File: src/rtl/ctrl_pkg.sv
// ctrl_pkg: shared types and encodings for the multicycle controller.
//   state_t  - controller states
//   cls_t    - state class seen by the ALU op decoder
//   OP_*/FN_* opcode and funct values, ALU_* select codes, SRCB_* b-mux codes
package ctrl_pkg;
    typedef enum logic [3:0] {
        S_FETCH, S_DECODE, S_EXEC_R, S_WB_R, S_EXEC_I, S_WB_I,
        S_MEM_ADDR, S_MEM_RD, S_WB_MEM, S_MEM_WR, S_BRANCH, S_JUMP
    } state_t;
    typedef enum logic [2:0] {C_NONE, C_PC4, C_DEC, C_R, C_I, C_ADDR, C_BR, C_J} cls_t;
    localparam logic [5:0] OP_R    = 6'h00;
    localparam logic [5:0] OP_J    = 6'h02;
    localparam logic [5:0] OP_BEQ  = 6'h04;
    localparam logic [5:0] OP_ADDI = 6'h08;
    localparam logic [5:0] OP_ANDI = 6'h0C;
    localparam logic [5:0] OP_ORI  = 6'h0D;
    localparam logic [5:0] OP_XORI = 6'h0E;
    localparam logic [5:0] OP_LW   = 6'h23;
    localparam logic [5:0] OP_SW   = 6'h2B;
    localparam logic [5:0] FN_ADD  = 6'h20;
    localparam logic [5:0] FN_SUB  = 6'h22;
    localparam logic [5:0] FN_AND  = 6'h24;
    localparam logic [5:0] FN_OR   = 6'h25;
    localparam logic [5:0] FN_XOR  = 6'h26;
    localparam logic [2:0] ALU_AND = 3'b000;
    localparam logic [2:0] ALU_OR  = 3'b001;
    localparam logic [2:0] ALU_ADD = 3'b010;
    localparam logic [2:0] ALU_SUB = 3'b011;
    localparam logic [2:0] ALU_XOR = 3'b100;
    localparam logic [2:0] ALU_BEQ = 3'b101;
    localparam logic [2:0] ALU_J   = 3'b110;
    localparam logic [1:0] SRCB_RT   = 2'b00;
    localparam logic [1:0] SRCB_4    = 2'b01;
    localparam logic [1:0] SRCB_SIMM = 2'b10;
    localparam logic [1:0] SRCB_ZIMM = 2'b11;

    function automatic cls_t state_cls(input state_t s);
        case (s)
            S_FETCH:    return C_PC4;
            S_DECODE:   return C_DEC;
            S_EXEC_R:   return C_R;
            S_EXEC_I:   return C_I;
            S_MEM_ADDR: return C_ADDR;
            S_BRANCH:   return C_BR;
            S_JUMP:     return C_J;
            default:    return C_NONE;
        endcase
    endfunction
endpackage

File: src/rtl/alu_op_decoder.sv
// alu_op_decoder: maps {state class, opcode, funct} to ALU select, b-mux select and illegal flag.
//   i_cls        - class of the current controller state
//   i_opcode     - opcode (live in DECODE, latched afterwards)
//   i_funct      - latched funct
//   o_alu_select - ALU operation code
//   o_alu_src_b  - ALU b operand select
//   o_illegal    - unknown opcode (decode class) or unknown funct (R class)
module alu_op_decoder
    import ctrl_pkg::*;
(
    input  cls_t        i_cls,
    input  logic [5:0]  i_opcode,
    input  logic [5:0]  i_funct,
    output logic [2:0]  o_alu_select,
    output logic [1:0]  o_alu_src_b,
    output logic        o_illegal
);
    always_comb begin
        o_alu_select = ALU_AND;
        o_alu_src_b  = SRCB_RT;
        o_illegal    = 1'b0;
        case (i_cls)
            C_PC4: begin
                o_alu_select = ALU_ADD;
                o_alu_src_b  = SRCB_4;
            end
            C_DEC: o_illegal = !(i_opcode inside {OP_R, OP_LW, OP_SW, OP_ADDI, OP_ANDI,
                                                  OP_ORI, OP_XORI, OP_BEQ, OP_J});
            C_R: begin
                case (i_funct)
                    FN_ADD:  o_alu_select = ALU_ADD;
                    FN_SUB:  o_alu_select = ALU_SUB;
                    FN_AND:  o_alu_select = ALU_AND;
                    FN_OR:   o_alu_select = ALU_OR;
                    FN_XOR:  o_alu_select = ALU_XOR;
                    default: o_illegal = 1'b1;
                endcase
            end
            // addi sign-extends; the logical immediates zero-extend
            C_I: begin
                o_alu_src_b  = (i_opcode == OP_ADDI) ? SRCB_SIMM : SRCB_ZIMM;
                o_alu_select = (i_opcode == OP_ANDI) ? ALU_AND :
                               (i_opcode == OP_ORI)  ? ALU_OR  :
                               (i_opcode == OP_XORI) ? ALU_XOR : ALU_ADD;
            end
            C_ADDR: begin
                o_alu_select = ALU_ADD;
                o_alu_src_b  = SRCB_SIMM;
            end
            C_BR: o_alu_select = ALU_BEQ;
            C_J:  o_alu_select = ALU_J;
            default: ;
        endcase
    end
endmodule

File: src/rtl/mc_control_fsm.sv
// mc_control_fsm: multicycle main controller sequencing fetch/decode/execute/memory/writeback.
//   clk, rst_n        - clock, async active-low reset
//   opcode, funct     - IR fields
//   mem_ready         - memory completes current access
//   pc_en, ir_en      - PC / IR load
//   mem_rd, mem_wr    - memory requests; iord selects the address source
//   reg_wr, reg_dst, mem_to_reg - register file write controls
//   alu_src_a, alu_src_b, alu_select - ALU operand and operation selects
//   ctrl_err          - sticky illegal-instruction / memory-timeout flag
module mc_control_fsm
    import ctrl_pkg::*;
#(
    parameter int MEM_WAIT_MAX = 15
)(
    input  logic        clk,
    input  logic        rst_n,
    input  logic [5:0]  opcode,
    input  logic [5:0]  funct,
    input  logic        mem_ready,
    output logic        pc_en,
    output logic        ir_en,
    output logic        mem_rd,
    output logic        mem_wr,
    output logic        iord,
    output logic        reg_wr,
    output logic        reg_dst,
    output logic        mem_to_reg,
    output logic        alu_src_a,
    output logic [1:0]  alu_src_b,
    output logic [2:0]  alu_select,
    output logic        ctrl_err
);
    state_t      r_state;
    state_t      w_next;
    cls_t        w_cls;
    logic [3:0]  r_wait;
    logic [5:0]  r_op;
    logic [5:0]  r_funct;
    logic        r_err;
    logic [5:0]  w_op;
    logic        w_mem;
    logic        w_tmo;
    logic        w_illegal;

    assign w_mem = r_state inside {S_FETCH, S_MEM_RD, S_MEM_WR};
    // The count is registered, so the timeout cycle itself is a Moore condition
    assign w_tmo = w_mem && (r_wait == 4'(MEM_WAIT_MAX));
    // Dispatch needs the opcode during DECODE, before it has been latched
    assign w_op  = (r_state == S_DECODE) ? opcode : r_op;
    assign w_cls = state_cls(r_state);
    assign ctrl_err = r_err;

    alu_op_decoder u_alu_op_decoder (
        .i_cls        (w_cls),
        .i_opcode     (w_op),
        .i_funct      (r_funct),
        .o_alu_select (alu_select),
        .o_alu_src_b  (alu_src_b),
        .o_illegal    (w_illegal)
    );

    always_ff @(posedge clk or negedge rst_n) begin
        if (!rst_n) r_state <= S_FETCH;
        else        r_state <= w_next;
    end

    always_ff @(posedge clk or negedge rst_n) begin
        if (!rst_n) begin
            r_wait  <= 4'd0;
            r_op    <= 6'd0;
            r_funct <= 6'd0;
            r_err   <= 1'b0;
        end else begin
            // Any state change (or a timeout re-entering FETCH) restarts the count
            r_wait <= (w_next != r_state || w_tmo) ? 4'd0 : r_wait + {3'd0, w_mem && !mem_ready};
            r_err  <= r_err | w_illegal | w_tmo;
            if (r_state == S_DECODE) begin
                r_op    <= opcode;
                r_funct <= funct;
            end
        end
    end

    always_comb begin
        w_next = S_FETCH;
        case (r_state)
            S_FETCH:    w_next = (mem_ready && !w_tmo) ? S_DECODE : S_FETCH;
            S_DECODE:   w_next = w_illegal                              ? S_FETCH    :
                                 (opcode == OP_R)                       ? S_EXEC_R   :
                                 (opcode == OP_LW || opcode == OP_SW)   ? S_MEM_ADDR :
                                 (opcode == OP_BEQ)                     ? S_BRANCH   :
                                 (opcode == OP_J)                       ? S_JUMP     : S_EXEC_I;
            S_EXEC_R:   w_next = w_illegal ? S_FETCH : S_WB_R;
            S_EXEC_I:   w_next = S_WB_I;
            S_MEM_ADDR: w_next = (r_op == OP_LW) ? S_MEM_RD : S_MEM_WR;
            S_MEM_RD:   w_next = w_tmo ? S_FETCH : mem_ready ? S_WB_MEM : S_MEM_RD;
            S_MEM_WR:   w_next = (w_tmo || mem_ready) ? S_FETCH : S_MEM_WR;
            default:    w_next = S_FETCH;
        endcase
    end

    always_comb begin
        pc_en      = 1'b0;
        ir_en      = 1'b0;
        mem_rd     = 1'b0;
        mem_wr     = 1'b0;
        iord       = 1'b0;
        reg_wr     = 1'b0;
        reg_dst    = 1'b0;
        mem_to_reg = 1'b0;
        alu_src_a  = 1'b0;
        case (r_state)
            S_FETCH: begin
                mem_rd = !w_tmo;
                ir_en  = mem_ready && !w_tmo;
                pc_en  = mem_ready && !w_tmo;
            end
            S_EXEC_R, S_EXEC_I, S_MEM_ADDR: alu_src_a = 1'b1;
            S_WB_R: begin
                reg_wr  = 1'b1;
                reg_dst = 1'b1;
            end
            S_WB_I: reg_wr = 1'b1;
            S_MEM_RD: begin
                mem_rd = !w_tmo;
                iord   = 1'b1;
            end
            S_WB_MEM: begin
                reg_wr     = 1'b1;
                mem_to_reg = 1'b1;
            end
            S_MEM_WR: begin
                mem_wr = !w_tmo;
                iord   = 1'b1;
            end
            S_BRANCH: begin
                alu_src_a = 1'b1;
                pc_en     = 1'b1;
            end
            S_JUMP: pc_en = 1'b1;
            default: ;
        endcase
    end
endmodule
File: config.mk
export PLATFORM = sky130hd
export DESIGN_NAME = mc_control_fsm
export DESIGN_NICKNAME = d
export VERILOG_FILES = /design/src/rtl/ctrl_pkg.sv /design/src/rtl/alu_op_decoder.sv /design/src/rtl/mc_control_fsm.sv
export SDC_FILE = /design/constraint.sdc
export NUM_CORES = 1
export LEC_CHECK = 0
export CORE_MARGIN = 10
export CORE_UTILIZATION = 52
export DETAILED_ROUTE_END_ITERATION = 8
export PLACE_DENSITY = 0.79
export SLEW_MARGIN = 15
export SYNTH_ARGS = -nofsm -noshare
export SYNTH_HDL_FRONTEND = slang
export SYNTH_HIERARCHICAL = 1
export SYNTH_SLANG_ARGS = --single-unit
File: constraint.sdc
create_clock -name clk -period 3.9 [get_ports clk]
set_input_delay 0.78 -clock clk [delete_from_list [all_inputs] [get_ports clk]]
set_output_delay 0.78 -clock clk [all_outputs]
set_load 0.05 [all_outputs]
==> run summary <==
final instance area: 2026 um^2
CP Launch Type: flip-flop
syn nets: 196
Crit path arrival time: 2.80 ns
Routed Antenna Nets: 0
Max clock buf depth: 2
die height: 75.87 um
max-cap violation count: 0
Cells after Synth: 179
fillers: 265
VDD IR max: 0.0004578 V
most common cell after layout, fill and taps aside: clkdlybuf4s50_1
post-synthesis sequential area ratio: 32.38%
RSZ-0062 raised after global routing: no
synth unique cells: 53
DP HPWL: 3405 um
Placeable Area: 3028 um^2
Final GP Congestion: 0.9936
outcome: complete, no violations
I/O Pins: 30
fin crit share: 91.68%
Avg WL per Cell: 16.44 um
Setup Skew: 0.005857 ns
final number of setup-violating endpoints: 0
vias in the first global route: 1466
Leak Pwr: 0.7838 nW
TritonCTS buffer count: 3
initial antenna violation count: 0
Post-Place Cells: 248
fin cells: 252
fin nets: 226
Crit Path Max Fanout: 14
clk_lat worst skew: 0.30 ns
required time of the critical path: 3.12 ns
pwr/cell area: 819.5 nW/um^2
layout cells sized above 1: 18.27%
Mapped Area: 1623 um^2
Buffers on Ports: 29
CP Capture Type: primary output
placed standard-cell area: 1996 um^2
CTS tree: done
root buf cell: clkbuf_4
measured slew at the worst slew-check pin: 0.9203 ns
die area: 5756 um^2
clock-pin slew on the worst setup and hold paths: 0.12 ns
first-pass GRT wire length: 6975 um
largest net degree at the start of global routing: 22
Tot GR Track Use: 15.13%
post-CTS setup buffer count: 0
row count: 20
routed vias/inst: 5.952
relative slew slack: 38.46%
Starting Density: 53.60%
post-CTS sizing: 0
routed vias: 1500
final wirelength: 4142 um
Synth Register Bits: 21
min Tclk post-route: 3.576 ns
final core occ: 66.90%
ys flop type: dfrtp_1
drc violations: 0
Hold Worst Slack: 0.5172 ns
Synth Warn #: 6
max-slew violation count: 0
Syn Area/Cell: 9.066 um^2
area grow syn2layout: 24.83%
Initial DRT Pass Iterations: 4
Starting DRT DRC Count: 131
Hold-fix buffers, CTS: 0
Post-synth EDFFs: 0
diode count: 0
Die X: 75.87 um
fmax: 0.2797 GHz
Final Hold Viols: 0
critical path class: reg2out
most frequent cells in the layout: clkdlybuf4s50_1, dfrtp_1, nor2_1, nand2_1, mux2_2
Sink Count: 21
GRT overflow: 0
Sum Neg Setup Slack: 0 ns
H-tree lvl count: 1
HP Class: reg2reg
async set-reset flop share out of synthesis: 100.0%
## cells in the mapped netlist (all sizes together), types with 4 or more instances
library cell / n / area [um^2]
nand2b: 4 / 25.02
nor3: 7 / 40.04
xnor2: 4 / 35.03
o21ai: 8 / 40.04
mux2: 13 / 146.4
nor3b: 7 / 57.55
buf: 10 / 53.80
dfrtp: 21 / 525.5
nor2b: 5 / 31.28
or3: 4 / 25.02
inv: 9 / 33.78
nor2: 13 / 48.80
a31oi: 4 / 25.02
a211oi: 5 / 37.54
a21oi: 6 / 33.78
nand2: 14 / 55.06
## per-layer routing
layer | GRT usage (%) | up-vias | share of wire (%) | wire, um
met4 | 1.856 | 0 | 0.34 | 14
met2 | 26.89 | 57 | 51 | 2112
met5 | 0 | - | 0 | 0
met1 | 18.65 | 716 | 41 | 1693
li1 | - | 725 | - | -
met3 | 3.255 | 2 | 7.8 | 322
## layout make-up
type,instances,area [um^2],share of cell area (%)
multi-input combinational,138,1011,49.91
sequential,21,525.5,25.94
timing repair buffer,36,370.4,18.28
tap,44,55.05,2.718
inverter,9,33.78,1.668
clock buffer,3,22.52,1.112
clock inverter,1,7.507,0.3706
## stage by stage
| stage | worst slack (ns) | power, mW |
|---|---|---|
| floorplan | 0.3647 | 1.221 |
| global placement | 0.5403 | 1.509 |
| detailed placement | 0.4521 | 1.551 |
| CTS | 0.3457 | 1.661 |
| global route | 0.1497 | 1.780 |
| finish | 0.3244 | 1.660 |
## worst paths after layout
path,from,to,slack (ns),cells after the start
max reg2reg,r_state[0],r_wait[1],0.49,10
min,ctrl_err,ctrl_err,0.52,2
min reg2reg,ctrl_err,ctrl_err,0.52,2
min in group asynchronous,rst_n,ctrl_err,0.98,1
max in group asynchronous,rst_n,r_op[3],2.36,1
max,r_state[0],alu_select[0],0.32,6
## report_power, final
part	leakage, nW	internal, mW	switching, mW
logic	0.512	0.472	0.706
clock network	0.0139	0.0390	0.0662
registers	0.258	0.298	0.0783
## cell families after synthesis
logic type	count (synthesis)	share of synthesized area, %
flops	21	32.38
fa+ha+maj	3	2.236
xor+xnor	6	3.238
buf+inv	20	5.628
simple gates	72	26.60
mux	15	10.25
compound gates	42	19.66
## flip-flops by register name, indices dropped and copies added (netlist names)
signal    cells
ctrl_err      1
r_funct       6
r_op          6
r_state       4
r_wait        4
## critical path, stage by stage (launching register included)
cell and delay, ns:
dfrtp_1 0.62, nor4b_4 0.52, mux2_2 0.45, and4bb_2 0.33, a31oi_1 0.11, o31ai_2 0.28, buf_12 0.18
Note: power is estimated with default switching activity, not from simulation.
